==> src/rtl/conv_out_serializer_if.sv <==
// Result-stream bus: one convolution output word per beat with its row/column position.
interface conv_out_serializer_if #(
    parameter int unsigned DATA_W = 18,
    parameter int unsigned ROW_W  = 2,
    parameter int unsigned COL_W  = 2
);
    logic              m_valid;
    logic              m_ready;
    logic [DATA_W-1:0] m_data;
    logic [ROW_W-1:0]  m_row;
    logic [COL_W-1:0]  m_col;
    logic              m_last;

    modport master (
        output m_valid, m_data, m_row, m_col, m_last,
        input  m_ready
    );

    modport slave (
        input  m_valid, m_data, m_row, m_col, m_last,
        output m_ready
    );
endinterface

==> src/rtl/conv_out_serializer.sv <==
// Captures the flattened convolution result bus in one cycle and streams it out
// row-major, one word per beat, with row/column indices and a last flag.
module conv_out_serializer #(
    parameter int unsigned In_d_W = 8,
    parameter int unsigned R_N    = 5,
    parameter int unsigned C_N    = 5,
    parameter int unsigned R_F    = 3,
    parameter int unsigned C_F    = 3,
    parameter int unsigned P      = 0,
    parameter int unsigned S      = 1,
    localparam int unsigned R_O     = ((R_N + 2*P - R_F) / S) + 1,
    localparam int unsigned C_O     = ((C_N + 2*P - C_F) / S) + 1,
    localparam int unsigned Out_d_W = 2*In_d_W + 2,
    localparam int unsigned N_O     = R_O * C_O,
    localparam int unsigned IDX_W   = (N_O > 1) ? $clog2(N_O) : 1,
    localparam int unsigned ROW_W   = (R_O > 1) ? $clog2(R_O) : 1,
    localparam int unsigned COL_W   = (C_O > 1) ? $clog2(C_O) : 1
) (
    input  logic                     clk,
    input  logic                     rst,
    input  logic                     clk_en,
    input  logic                     load,
    input  logic [Out_d_W*N_O-1:0]   Y,
    output logic                     load_ready,
    output logic                     done,
    output logic                     load_err,
    conv_out_serializer_if.master    m
);

    typedef enum logic {IDLE = 1'b0, STREAM = 1'b1} state_t;

    state_t             state_q, state_d;
    logic [IDX_W-1:0]   idx_q, idx_d;
    logic [ROW_W-1:0]   row_q, row_d;
    logic [COL_W-1:0]   col_q, col_d;
    logic [Out_d_W-1:0] cap_q [N_O];
    logic [Out_d_W-1:0] cap_d [N_O];

    logic               valid_q, valid_d;
    logic [Out_d_W-1:0] data_q, data_d;
    logic               last_q, last_d;
    logic               done_q, done_d;
    logic               err_q, err_d;

    logic beat;
    logic accept;

    // A load is taken in IDLE or on the final handshake, which allows gapless back-to-back frames.
    assign beat       = valid_q & m.m_ready;
    assign load_ready = (state_q == IDLE) | (beat & last_q);
    assign accept     = load & load_ready;

    // State register
    always_ff @(posedge clk) begin
        if (rst) begin
            state_q <= IDLE;
        end else if (clk_en) begin
            state_q <= state_d;
        end
    end

    // Next state, word index, row/column counters and capture buffer
    always_comb begin
        state_d = state_q;
        idx_d   = idx_q;
        row_d   = row_q;
        col_d   = col_q;
        cap_d   = cap_q;
        if (accept) begin
            state_d = STREAM;
            idx_d   = '0;
            row_d   = '0;
            col_d   = '0;
            for (int t = 0; t < N_O; t++) begin
                cap_d[t] = Y[t*Out_d_W +: Out_d_W];
            end
        end else if (beat) begin
            if (last_q) begin
                state_d = IDLE;
                idx_d   = '0;
                row_d   = '0;
                col_d   = '0;
            end else begin
                idx_d = idx_q + 1'b1;
                if (col_q == COL_W'(C_O - 1)) begin
                    col_d = '0;
                    row_d = row_q + 1'b1;
                end else begin
                    col_d = col_q + 1'b1;
                end
            end
        end
    end

    // Next output values; words are presented from the post-update buffer so word 0 appears one cycle after load
    always_comb begin
        valid_d = (state_d == STREAM);
        data_d  = '0;
        last_d  = 1'b0;
        if (valid_d) begin
            data_d = cap_d[idx_d];
            last_d = (idx_d == IDX_W'(N_O - 1));
        end
        done_d = beat & last_q;
        err_d  = load & ~load_ready;
    end

    // Datapath and output registers
    always_ff @(posedge clk) begin
        if (rst) begin
            idx_q   <= '0;
            row_q   <= '0;
            col_q   <= '0;
            cap_q   <= '{default: '0};
            valid_q <= 1'b0;
            data_q  <= '0;
            last_q  <= 1'b0;
            done_q  <= 1'b0;
            err_q   <= 1'b0;
        end else if (clk_en) begin
            idx_q   <= idx_d;
            row_q   <= row_d;
            col_q   <= col_d;
            cap_q   <= cap_d;
            valid_q <= valid_d;
            data_q  <= data_d;
            last_q  <= last_d;
            done_q  <= done_d;
            err_q   <= err_d;
        end
    end

    assign m.m_valid = valid_q;
    assign m.m_data  = data_q;
    assign m.m_row   = row_q;
    assign m.m_col   = col_q;
    assign m.m_last  = last_q;
    assign done      = done_q;
    assign load_err  = err_q;

endmodule

==> src/flat_wrapper.sv <==
// flat-port wrapper written by rule: the top's interface ports become plain ports
module conv_out_serializer_flat 
#(
    parameter int unsigned In_d_W = 8,
    parameter int unsigned R_N    = 5,
    parameter int unsigned C_N    = 5,
    parameter int unsigned R_F    = 3,
    parameter int unsigned C_F    = 3,
    parameter int unsigned P      = 0,
    parameter int unsigned S      = 1,
    localparam int unsigned R_O     = ((R_N + 2*P - R_F) / S) + 1,
    localparam int unsigned C_O     = ((C_N + 2*P - C_F) / S) + 1,
    localparam int unsigned Out_d_W = 2*In_d_W + 2,
    localparam int unsigned N_O     = R_O * C_O,
    localparam int unsigned IDX_W   = (N_O > 1) ? $clog2(N_O) : 1,
    localparam int unsigned ROW_W   = (R_O > 1) ? $clog2(R_O) : 1,
    localparam int unsigned COL_W   = (C_O > 1) ? $clog2(C_O) : 1
)
  (clk, rst, clk_en, load, Y, load_ready, done, load_err, m_m_valid, m_m_data, m_m_row, m_m_col, m_m_last, m_m_ready);
  conv_out_serializer_if #(.DATA_W((18)), .ROW_W(2), .COL_W(2)) m_i ();
  input  logic clk;
  input  logic rst;
  input  logic clk_en;
  input  logic load;
  input  logic [Out_d_W*N_O-1:0] Y;
  output logic load_ready;
  output logic done;
  output logic load_err;
  output wire logic [$bits(m_i.m_valid)-1:0] m_m_valid;
  output wire logic [$bits(m_i.m_data)-1:0] m_m_data;
  output wire logic [$bits(m_i.m_row)-1:0] m_m_row;
  output wire logic [$bits(m_i.m_col)-1:0] m_m_col;
  output wire logic [$bits(m_i.m_last)-1:0] m_m_last;
  input wire logic [$bits(m_i.m_ready)-1:0] m_m_ready;
  assign m_m_valid = m_i.m_valid;
  assign m_m_data = m_i.m_data;
  assign m_m_row = m_i.m_row;
  assign m_m_col = m_i.m_col;
  assign m_m_last = m_i.m_last;
  assign m_i.m_ready = m_m_ready;
  conv_out_serializer #(.In_d_W(In_d_W), .R_N(R_N), .C_N(C_N), .R_F(R_F), .C_F(C_F), .P(P), .S(S)) u_core (.clk(clk), .rst(rst), .clk_en(clk_en), .load(load), .Y(Y), .load_ready(load_ready), .done(done), .load_err(load_err), .m(m_i));
endmodule
==> config.mk <==
export PLATFORM = sky130hd
export DESIGN_NAME = conv_out_serializer_flat
export DESIGN_NICKNAME = d
export VERILOG_FILES = /design/src/rtl/conv_out_serializer_if.sv /design/src/rtl/conv_out_serializer.sv /design/src/flat_wrapper.sv
export SDC_FILE = /design/constraint.sdc
export NUM_CORES = 1
export LEC_CHECK = 0
export ABC_AREA = 0
export ABC_CLOCK_PERIOD_IN_PS = 2400
export CORE_MARGIN = 4
export CORE_UTILIZATION = 28
export CTS_CLUSTER_DIAMETER = 150
export CTS_CLUSTER_SIZE = 40
export DETAILED_ROUTE_END_ITERATION = 10
export SKIP_CTS_REPAIR_TIMING = 1
export SLEW_MARGIN = 20
export SYNTH_ARGS = -nofsm -noshare
export SYNTH_HDL_FRONTEND = slang
export SYNTH_SLANG_ARGS = --single-unit
==> constraint.sdc <==
create_clock -name clk -period 2.4 [get_ports clk]
set_input_delay 0.24 -clock clk [delete_from_list [all_inputs] [get_ports clk]]
set_output_delay 0.24 -clock clk [all_outputs]
set_load 0.02 [all_outputs]
Word level (Yosys, flattened, before mapping):

Cells that the tools add are included.

* register bits: 192
* latch bits: 0
* RAM bits: 0
* memory bits (read-only): 0
* input bits: 167
* output and inout port bits: 27
* word-level logic and storage cells: 55
* memories kept: 0

* add/sub/neg operators: 3
* $mul: 0
* div/mod/pow operators: 0
* order comparisons: 1
* eq/ne operators: 2
* shift-type cells: 0
* multiplexer cells: 20
* bitwise gates (word level): 8
* reduce and logical (&&, ||, !) cells: 4

Operators by type and width (number)
* $mux 162: 1
* $bmux 18 s4: 1
* $mux 18: 3
* $mux 2: 8
* $mux 4: 3
* $ge 5x5->1 const B: 1
* $not 4->5: 1
* $add 2x1->2 const B: 2
* $add 4x1->4 const B: 1
* $and 1x1->1: 4
* $eq 4x4->1 const B: 1
* $mux 1: 4
* $reduce_and 3->1: 1
* $reduce_bool 3->1: 1
* $eq 2x2->1 const B: 1
* $not 1->1: 2
* $reduce_and 2->1: 1
* $reduce_bool 2->1: 1
* $or 1x1->1: 1

Logic depth before layout (Yosys ltp):

* depth in word-level cells: 10
* depth in mapped cells: 10
* depth with buffers taken out: 7

Worst setup path after synthesis:

OpenSTA, ideal clock, no wires.

* path type: register to register
* start point: register u_core.state_q
* end point: register u_core.data_q[5], in the netlist u_core.m.m_data[5]
* setup time: 124 ps
* arrival time: 2276 ps
* required time: 2276 ps
* path slack: 0 ps
* stages on the path, launching flop included: 9
* path buffers: 2
* clock period less this slack: 2400 ps
* path through: dfxtp_1 -> buf_2 -> nand4bb_2 -> nand2_4 -> buf_6 -> mux2_4 -> mux4_2 -> nor2b_1 -> a2111o_1

* cells in the longest elaborated chain, start to end: 10
* elaborated cells between the ends (all ways): 16
* classes of those cells: mux: 10; bitwise: 6

Ends and longest elaborated chain
* from (decl): RTL line conv_out_serializer.sv:32 `state_t state_q, state_d;`
* from (signal assigned): RTL line conv_out_serializer.sv:58 `state_q <= state_d;`
* $and 1x1->1 (2 in a row)
* $or 1x1->1: RTL line conv_out_serializer.sv:50 `assign load_ready = (state_q == IDLE) | (beat & last_q);`
* $and 1x1->1: RTL line conv_out_serializer.sv:51 `assign accept = load & load_ready;`
* $mux 4: RTL line conv_out_serializer.sv:69 `if (accept) begin`
* $not 4->5 (implied by the code): RTL line conv_out_serializer.sv:101 `data_d = cap_d[idx_d];`
* $bmux 18 s4: RTL line conv_out_serializer.sv:101
* $mux 18 (implied by the code) (2 in a row): RTL line conv_out_serializer.sv:101
* $mux 18 (*): RTL line conv_out_serializer.sv:100 `if (valid_d) begin`
* to (signal assigned): RTL line conv_out_serializer.sv:126 `data_q <= data_d;`
* to (decl): RTL line conv_out_serializer.sv:40 `logic [Out_d_W-1:0] data_q, data_d;`

Mark *: on every way between the ends. The rest lies on a longest branch, timed or not. The select of a mux whose other input is x is not followed.
A chain may end at the register's enable or synchronous reset.

Worst setup path after layout:

* start point: register u_core.idx_q[0]
* end point: register u_core.data_q[4], in the netlist u_core.m.m_data[4]

* cells in the longest elaborated chain, start to end: 9

Ends and longest elaborated chain
* from (decl): RTL line conv_out_serializer.sv:33 `logic [IDX_W-1:0] idx_q, idx_d;`
* from (signal assigned): RTL line conv_out_serializer.sv:121 `idx_q <= idx_d;`
* $add 4x1->4: RTL line conv_out_serializer.sv:84 `idx_d = idx_q + 1'b1;`
* $mux 4: RTL line conv_out_serializer.sv:78 `if (last_q) begin`
* $mux 4 (*): RTL line conv_out_serializer.sv:77 `end else if (beat) begin`
* $mux 4 (*): RTL line conv_out_serializer.sv:69
* $not 4->5 (implied by the code) (*): RTL line conv_out_serializer.sv:101
* $bmux 18 s4 (*): RTL line conv_out_serializer.sv:101
* $mux 18 (implied by the code) (*) (2 in a row): RTL line conv_out_serializer.sv:101
* $mux 18 (*): RTL line conv_out_serializer.sv:100

Marked as above.

==> results.sh <==
export IMPL_finalPower_mw=8.295
export IMPL_ys_ff_latch=192
export IMPL_synth_xor_area_share_pct=0
export IMPL_antenna_cells=0
export IMPL_grt_first_pass_wirelength_mm=51.50
export IMPL_ys_warn_count=0
export IMPL_end_kind="flip-flop"
export IMPL_timing_final_ws_setup_ns=0.03669
export IMPL_place_congestion=0.9074
export IMPL_dr_first_iter_drc_count=760
export IMPL_die_w_um=186.8
export IMPL_dp_hpwl_mm=25.46
export IMPL_port_buffers=193
export IMPL_path_buf_inv=2
export IMPL_drv_cap=0
export IMPL_crit_arrival_ns=2.69
export IMPL_vias=9502
export IMPL_htreeDepth=4
export IMPL_leakage_nw=4.675
export IMPL_critical_path_class="flip-flop to flip-flop"
export IMPL_fp_row_count=65
export IMPL_synthTopCellsByArea="dfxtp_1, nand2_1, a21oi_1"
export IMPL_ys_types=54
export IMPL_start_util_pct=28.36
export IMPL_async_flop_share_pct=0
export IMPL_critPathTopFamily="multiplexers"
export IMPL_synthCells=1209
export IMPL_max_slew_margin_pct=58.33
export IMPL_final_nets=1604
export IMPL_power_density_mw_per_mm2=647.0
export IMPL_grt_use_total_pct=18.63
export IMPL_period_minus_slack_ns=2.363
export IMPL_routed_wl_mm=34.14
export IMPL_cp_start_kind="flip-flop"
export IMPL_drcViolationCount=0
export IMPL_synthFlopType="dfxtp_1"
export IMPL_netlist_top_cells_count="nand2_1, a21oi_1, dfxtp_1, clkbuf_1, a211oi_1"
export IMPL_globalRoute_busiestLayer="met2"
export IMPL_netlist_area_leader_share_pct=42.95
export IMPL_pre_cts_ws_ns=-0.4074
export IMPL_die_area_mm2=0.03489
export IMPL_synth_most_common_cell="nand2_1"
export IMPL_cts_tree="yes"
export IMPL_setup_violations=0
export IMPL_cts_buffers=17
export IMPL_grt_antenna_before_repair=2
export IMPL_gr_total_overflow=0
export IMPL_cts_root_buf="clkbuf_16"
export IMPL_cts_sinks=192
export IMPL_hold_viol=0
export IMPL_die_y_um=186.8
export IMPL_cpPeakStageDelay_ns=0.46
export IMPL_synth_top_family_by_area="simple AND/OR/NAND/NOR gates"
export IMPL_globalRouteMet2Util_pct=30.31
export IMPL_synth_edf_count=0
export IMPL_drt_pass1_iter_count=5
export IMPL_top_level_ports=194
export IMPL_grt_pass1_vias=8944
export IMPL_fmax_ghz=0.4231
export IMPL_seq_area_frac_synth_pct=42.95
export IMPL_grt_max_degree=125
export IMPL_viasPerCell=5.133
export IMPL_crit_slowest_cell="mux4_2"
export IMPL_cts_buffer_depth=2
export IMPL_synth_area_leader_cell="dfxtp_1"
export IMPL_areaGrowthSynthToFinish_pct=43.25
export IMPL_crit_required_ns=2.72
export IMPL_synth_area_per_cell_um2=7.403
export IMPL_skew_ns=0.01593
export IMPL_status="finished clean"
export IMPL_finalCritPeriodShare_pct=98.47
export IMPL_drive_gt1_share_pct=12.35
export IMPL_hp_class="input port to flip-flop"
export IMPL_ant_nets=0
export IMPL_clk_pin_slew_ns=0.08
export IMPL_synthMuxAreaShare_pct=3.845
export IMPL_ir_drop_mv=0.5332
export IMPL_crit_fanout=8
export IMPL_design_core_area_mm2=0.03156
export IMPL_crit_chain="buf_4 > nand4bb_4 > nand2_8 > buf_12 > mux2_2 > mux4_2 > nor2b_4 > a2111o_1"
export IMPL_synthSimpleGateAreaFrac_pct=24.81
export IMPL_slew_violations=0
export IMPL_met3_usage_pct=3.629
export IMPL_synth_compound_area_share_pct=23.49
export IMPL_synth_fp_nets=1377
export IMPL_worstMarginPinSlew_ns=0.6250
export IMPL_clock_latency_ns=0.44
export IMPL_wl_per_cell_um=18.45
export IMPL_syn_area_mm2=0.008950
export IMPL_synth_adder_area_share_pct=0.1398
export IMPL_met1_usage_pct=24.84
==> where the power goes <==
group          internal (mW)  switching [mW]  total [mW]
Clock                   1.91            1.35        3.26
Combinational          0.777           0.823        1.60
Sequential              3.34          0.0960        3.43
Total                   6.02            2.27        8.30
==> placed cells by master, fill, tap and decap left out, types with 3 or more instances in the layout <==
cell type,instances
a2111o_1,6
a2111oi_0,4
a211oi_1,43
a21oi_1,197
a22o_1,14
a22oi_1,16
a311oi_1,8
a31oi_1,17
buf_12,19
buf_4,94
bufinv_16,5
clkbuf_16,17
clkdlybuf4s50_1,191
dfxtp_1,190
inv_6,4
mux2_2,9
mux2_4,3
mux2i_1,4
mux4_2,6
nand2_1,461
nand2b_1,3
nand3_1,5
nand3b_1,3
nor2_1,26
nor2b_1,19
nor3_1,9
nor4_1,4
nor4b_1,4
o21ai_0,11
o221ai_1,7
==> routing by layer <==
| layer | vias to the layer above | wire length [µm] |
|---|---|---|
| li1 | 4606 | - |
| met1 | 4500 | 14730 |
| met2 | 339 | 16170 |
| met3 | 53 | 2265 |
| met4 | 4 | 956 |
| met5 | - | 26 |
==> worst register-to-register path: cells and delay by family (launching register included) <==
kind	cells	cell delay (ns)
and+or+nand+nor	3	0.51
muxes	2	0.79
DFF	1	0.33
buffers and inverters	2	0.26
AOI/OAI and AO/OA	1	0.34
==> registers in the layout (all words and copies together), names as in the netlist <==
signal / cells
u_core.m.m_row: 2
u_core.done: 1
u_core.state_q: 1
u_core.cap_q: 162
u_core.m.m_data: 18
u_core.idx_q: 4
u_core.load_err: 1
u_core.m.m_col: 2
u_core.m.m_last: 1
==> final timing paths <==
kind,from,endpoint,slack (ns),cells past startpoint
max,u_core.idx_q[0],u_core.m.m_data[4],0.04,8
min,rst,u_core.idx_q[3],0.11,2
max reg2reg,u_core.idx_q[0],u_core.m.m_data[4],0.04,8
min reg2reg,u_core.cap_q[124],u_core.cap_q[124],0.46,2
==> through the flow <==
stage / util, % / instances / setup TNS (ns) / area, µm² / hold WS (ns)
after global placement: 38.23 / 1816 / -17.19 / 12060 / 0.4413
after global routing: 40.63 / 1851 / -0.06714 / 12820 / 0.1108
after detailed placement: 38.23 / 1816 / -17.81 / 12060 / 0.4467
final: 40.63 / 1851 / 0 / 12820 / 0.1109
after CTS: 40.33 / 1848 / -0.1425 / 12730 / 0.1049
after floorplan: - / 1209 / 0 / 8951 / 0.3760
==> cell families after synthesis <==
| family | after synthesis |
|---|---|
| muxes | 24 |
| and+or+nand+nor | 549 |
| adders and majority gates | 1 |
| DFF | 192 |
| AOI/OAI and AO/OA | 341 |
| buffers and inverters | 102 |
==> layout make-up <==
class                      instances  area (µm²)
sequential                       192        3846
timing repair buffer             307        3033
multi-input combinational        915        4763
inverter                           3       11.26
tap                              402       503.0
clock inverter                    13       221.5
clock buffer                      19       442.9
fill                            3197       18730
No activity file was read; power rests on OpenSTA's default activity.
